--- src/rtl/sb_pkt_router.sv ---
// Single-input, N-output packet router: low byte of the header beat picks the port; packets to absent ports are dropped.
// One registered output stage (1-cycle latency); forwarded beats wait on the selected out_ready, dropped beats never wait.
module sb_pkt_router #(
  parameter int DW = 256,
  parameter int N  = 2,
  parameter int CW = 16
) (
  input  logic          clk,
  input  logic          nreset,
  input  logic [DW-1:0] in_data,
  input  logic          in_last,
  input  logic          in_valid,
  output logic          in_ready,
  output logic [DW-1:0] out_data,
  output logic          out_last,
  output logic [N-1:0]  out_valid,
  input  logic [N-1:0]  out_ready,
  output logic [CW-1:0] pkt_count,
  output logic [CW-1:0] drop_count
);

  localparam int PW = (N > 1) ? $clog2(N) : 1;

  typedef enum logic [1:0] {IDLE, BODY, DROP} state_t;

  state_t        state_q;
  logic [PW-1:0] sel_q;
  logic          vreg_q;
  logic [DW-1:0] dreg_q;
  logic          lreg_q;
  logic [PW-1:0] preg_q;
  logic [CW-1:0] pkt_q, pkt_d;
  logic [CW-1:0] drop_q, drop_d;

  logic [7:0]    dest;
  logic          dest_ok;
  logic [PW-1:0] dest_port;
  logic          is_idle;
  logic          drop_beat;
  logic          out_rdy_sel;
  logic          unload;
  logic          accept;
  logic          fwd;
  logic [PW-1:0] fwd_port;

  assign dest        = in_data[7:0];
  assign dest_ok     = ({1'b0, dest} < 9'(N));
  assign dest_port   = dest[PW-1:0];
  assign is_idle     = (state_q == IDLE);
  // A dropped beat is either mid-drop or a header aimed at a port that does not exist.
  assign drop_beat   = (state_q == DROP) | (is_idle & ~dest_ok);
  assign out_rdy_sel = out_ready[preg_q];
  assign unload      = vreg_q & out_rdy_sel;
  assign in_ready    = nreset & (drop_beat | ~vreg_q | out_rdy_sel);
  assign accept      = in_valid & in_ready;
  assign fwd         = accept & ~drop_beat;
  assign fwd_port    = is_idle ? dest_port : sel_q;

  always_comb begin
    pkt_d  = pkt_q;
    drop_d = drop_q;
    if (unload && lreg_q) begin
      pkt_d = pkt_q + CW'(1);
    end
    if (accept && drop_beat && in_last && (drop_q != '1)) begin
      drop_d = drop_q + CW'(1);
    end
  end

  always_ff @(posedge clk or negedge nreset) begin
    if (!nreset) begin
      state_q <= IDLE;
      sel_q   <= '0;
      vreg_q  <= 1'b0;
      dreg_q  <= '0;
      lreg_q  <= 1'b0;
      preg_q  <= '0;
      pkt_q   <= '0;
      drop_q  <= '0;
    end else begin
      pkt_q  <= pkt_d;
      drop_q <= drop_d;

      // Load has priority over unload so a drain and a new beat share one cycle.
      if (fwd) begin
        vreg_q <= 1'b1;
        dreg_q <= in_data;
        lreg_q <= in_last;
        preg_q <= fwd_port;
      end else if (unload) begin
        vreg_q <= 1'b0;
      end

      if (accept) begin
        case (state_q)
          IDLE: begin
            if (!in_last) begin
              if (dest_ok) begin
                sel_q   <= dest_port;
                state_q <= BODY;
              end else begin
                state_q <= DROP;
              end
            end
          end
          BODY, DROP: begin
            if (in_last) begin
              state_q <= IDLE;
            end
          end
          default: state_q <= IDLE;
        endcase
      end
    end
  end

  always_comb begin
    out_valid = '0;
    for (int i = 0; i < N; i++) begin
      out_valid[i] = vreg_q && (preg_q == PW'(i));
    end
  end

  assign out_data   = dreg_q;
  assign out_last   = lreg_q;
  assign pkt_count  = pkt_q;
  assign drop_count = drop_q;

  a_onehot: assert property (@(posedge clk) disable iff (!nreset) $onehot0(out_valid));
  a_hold: assert property (@(posedge clk) disable iff (!nreset)
    (vreg_q && !out_rdy_sel) |=> (vreg_q && $stable(dreg_q) && $stable(lreg_q) && $stable(preg_q)));

endmodule
--- config.mk ---
export PLATFORM = sky130hd
export DESIGN_NAME = sb_pkt_router
export DESIGN_NICKNAME = d
export VERILOG_FILES = /design/src/rtl/sb_pkt_router.sv
export SDC_FILE = /design/constraint.sdc
export NUM_CORES = 1
export LEC_CHECK = 0
export ABC_AREA = 1
export CORE_AREA = 2 2 217 219
export CTS_BUF_LIST = sky130_fd_sc_hd__clkbuf_8
export CTS_CLUSTER_SIZE = 30
export DETAILED_ROUTE_END_ITERATION = 12
export DIE_AREA = 0 0 219 221
export GPL_TIMING_DRIVEN = 0
export PLACE_DENSITY = 0.53
export SYNTH_ARGS = -nofsm -noshare
export SYNTH_HDL_FRONTEND = slang
export SYNTH_SLANG_ARGS = --single-unit
--- constraint.sdc ---
create_clock -name clk -period 2.7 [get_ports clk]
set_clock_uncertainty 0.1 [all_clocks]
set_input_delay 0.81 -clock clk [delete_from_list [all_inputs] [get_ports clk]]
set_output_delay 0.81 -clock clk [all_outputs]
set_load 0.01 [all_outputs]
==> flow_summary.json <==
{
  "run_status": "complete, no violations",
  "fin_util": 0.4376,
  "place_worst_setup_slack_ps": -756.7,
  "grt_pass1_wl_microns": 67680,
  "synth_cell_type_count": 26,
  "relSlewSlack": 0.5595,
  "clockPowerShare": 0.210,
  "synth_edf_count": 0,
  "synth.mux.area_fraction": 0.0007950,
  "ys_seq_area_frac": 0.5843,
  "powerDensity_nw_per_um2": 992.0,
  "synth_fa_ha_area_frac": 0.003975,
  "std_cell_rows": 79,
  "grt_max_degree": 88,
  "maxCapViolCount": 0,
  "leakagePower_nw": 9.921,
  "hold_violations": 0,
  "die_area_sq_um": 48400,
  "instances_no_fill": 2611,
  "period_minus_slack_ps": 2641,
  "ant_nets": 0,
  "die_h_microns": 221,
  "grtUsageTotal": 0.1805,
  "setup_tns_ps": 0,
  "synth_top_cell_area_share": 0.5843,
  "synth_nets": 1617,
  "whs_ps": 65.44,
  "critPathArrivalTime_ps": 1730,
  "wirelength_microns": 43820,
  "synth_top_family_by_area": "compound AO/OA/AOI/OAI gates",
  "port-buffer-count": 553,
  "setup_ws_ps": 58.78,
  "synth_flop_cell": "dfrtp_1",
  "cell_internal_pwr_mw": 13.26,
  "seqPwrFrac": 0.366,
  "drt_iter0_drc": 544,
  "place_area_sq_um": 18970,
  "comb_power_share": 0.424,
  "htreeDepth": 2,
  "ios": 554,
  "worstPathMaxFanout": 2,
  "yosysTopAreaCell": "dfrtp_1",
  "clkTransAtPathRegs_ps": 60,
  "cp-end-kind": "primary output",
  "syn-cell-area_sq_um": 12590,
  "maxClockFrequency_mhz": 378.6,
  "placedCellCount": 2514,
  "cts_buffer_depth": 3,
  "setup_viol": 0,
  "cp-start-kind": "primary input",
  "gp_congestion": 0.8082,
  "drc": 0,
  "finalCritPeriodShare": 0.9782,
  "nets": 2235,
  "synth_area_leaders": "dfrtp_1, nand2_1, inv_1",
  "yosys.area_share.simple": 0.1296,
  "wl_per_cell_microns": 16.78,
  "cts_buffers": 54,
  "synth_compound_gate_area_share": 0.1363,
  "n_fill_cell": 4636,
  "required_ps": 1790,
  "drv_slew": 0,
  "die_w_microns": 219,
  "async_reset_ff_frac": 1.000,
  "cts_sinks": 294,
  "overflow": 0,
  "antenna_found_initial": 3,
  "finalInstanceArea_sq_um": 20150,
  "synthXorXnorAreaFrac": 0.01878,
  "initial_core_util": 0.2733,
  "cts_tree": "done",
  "grt_pass1_vias": 11390,
  "power_mw": 19.99,
  "synth_seq_cells": 294,
  "drive_gt1_frac": 0.1229,
  "irDropWorstVdd_mv": 0.4791,
  "clockRootBuffer": "clkbuf_8",
  "p_sw_mw": 6.737,
  "avgSynthCellArea_sq_um": 9.320,
  "syn_to_final_growth_pct": 60.07,
  "insertion_delay_ps": 620,
  "core-area_sq_um": 46060,
  "drtPass1Iterations": 5,
  "yosysMostFrequentCell": "nand2_1",
  "rsz0062_at_grt": "yes",
  "yosysWarnings": 0,
  "synthTopCellsByCount": "nand2_1, dfrtp_1, inv_1",
  "synthCells": 1351,
  "worst_pin_slew_ps": 660.8,
  "criticalPathCategory": "primary input to primary output",
  "switching_share": 0.3370,
  "viasPerCell": 4.222,
  "num_vias": 11020,
  "hp-class": "primary input to async pin",
  "place_hpwl_microns": 33080
}
[routing by layer]
layer / global-route usage / part of all wire / up-vias
li1: - / - / 5351
met1: 0.2133 / 0.40 / 5239
met2: 0.3085 / 0.49 / 352
met3: 0.06309 / 0.083 / 79
met4: 0.05100 / 0.024 / 2
met5: 0 / 0.00041 / -
[sequential cells by signal, indices dropped and copies added (netlist names)]
register    cells
sel_q           1
pkt_count      16
out_last        1
preg_q          1
out_data      256
state_q         2
drop_count     16
vreg_q          1
[final timing paths]
path	start	end	slack [ps]	depth (start not counted)
hold reg to reg	out_data[52]$_DFFE_PN0P_	out_data[52]$_DFFE_PN0P_	380	2
min in group clk	in_data[5]	out_data[5]$_DFFE_PN0P_	350	3
hold / removal	nreset	out_data[96]$_DFFE_PN0P_	70	2
setup reg to reg	state_q[1]$_DFFE_PN0P_	out_data[115]$_DFFE_PN0P_	410	10
setup / recovery	in_data[1]	in_ready	60	8
max in group asynchronous	nreset	out_data[230]$_DFFE_PN0P_	1600	3
[power groups by stage]
| stage | clock (mW) | combinational (mW) | sequential (mW) |
|---|---|---|---|
| after floorplan | 0 | 2.48 | 8.16 |
| after global placement | 0 | 8.46 | 7.35 |
| after detailed placement | 0 | 8.54 | 7.37 |
| after CTS | 4.37 | 8.62 | 7.33 |
| after global routing | 4.58 | 9.19 | 7.58 |
| final | 4.19 | 8.47 | 7.33 |
[layout make-up]
cell class | instances | area, sq um | area share
antenna | 2 | 5.005 | 0.0002483
clock buffer | 68 | 935.9 | 0.04644
inverter | 285 | 1070 | 0.05308
tap | 607 | 759.5 | 0.03768
multi-input combinational | 713 | 3696 | 0.1834
clock inverter | 21 | 108.9 | 0.005401
timing repair buffer | 562 | 5703 | 0.2830
buffer | 59 | 519.2 | 0.02576
sequential | 294 | 7357 | 0.3650
[cells in the final DEF (no fill, tap or decap), types with 4 or more instances in the layout]
| master | count |
|---|---|
| o21ai_1 | 122 |
| inv_1 | 299 |
| buf_2 | 5 |
| buf_4 | 4 |
| buf_6 | 40 |
| nand3_1 | 14 |
| clkbuf_1 | 16 |
| o21ai_0 | 41 |
| nand4_1 | 7 |
| dlygate4sd2_1 | 6 |
| nor2_2 | 4 |
| xor2_1 | 18 |
| o21ai_2 | 101 |
| dfrtp_1 | 294 |
| clkbuf_8 | 68 |
| nor2_1 | 28 |
| clkdlybuf4s50_1 | 536 |
| xnor2_1 | 9 |
| nand2_2 | 4 |
| nor3_1 | 10 |
| nand2_1 | 342 |
[cells by family (layout without fill, tap and decap cells)]
group | count (synthesis) | in the layout
AO/OA/AOI/OAI | 267 | 267
XOR/XNOR | 27 | 27
adder cells (fa/ha/maj) | 4 | 4
buffers and inverters | 344 | 995
flip-flops | 294 | 294
multiplexers | 1 | 1
other | 0 | 2
AND/OR/NAND/NOR | 414 | 414
[worst max-delay path, stage by stage]
cell and delay, ps:
dlygate4sd2_1 240, inv_1 80, nand2_2 80, o21ai_4 180
nand3_2 110, nand2_2 80, inv_2 40, buf_6 110
[repair_timing]
item | 4_1_cts | 5_1_grt
endpoints found under the hold margin | 35 | 0
pin swaps | 9 | 6
hold buffers | 1 | 0
buffers inserted | 4 | 0
gates resized for setup | 38 | 8
gates cloned | 1 | 0
setup endpoints to repair | 3 | 4
No activity file was read; power rests on OpenSTA's default activity.
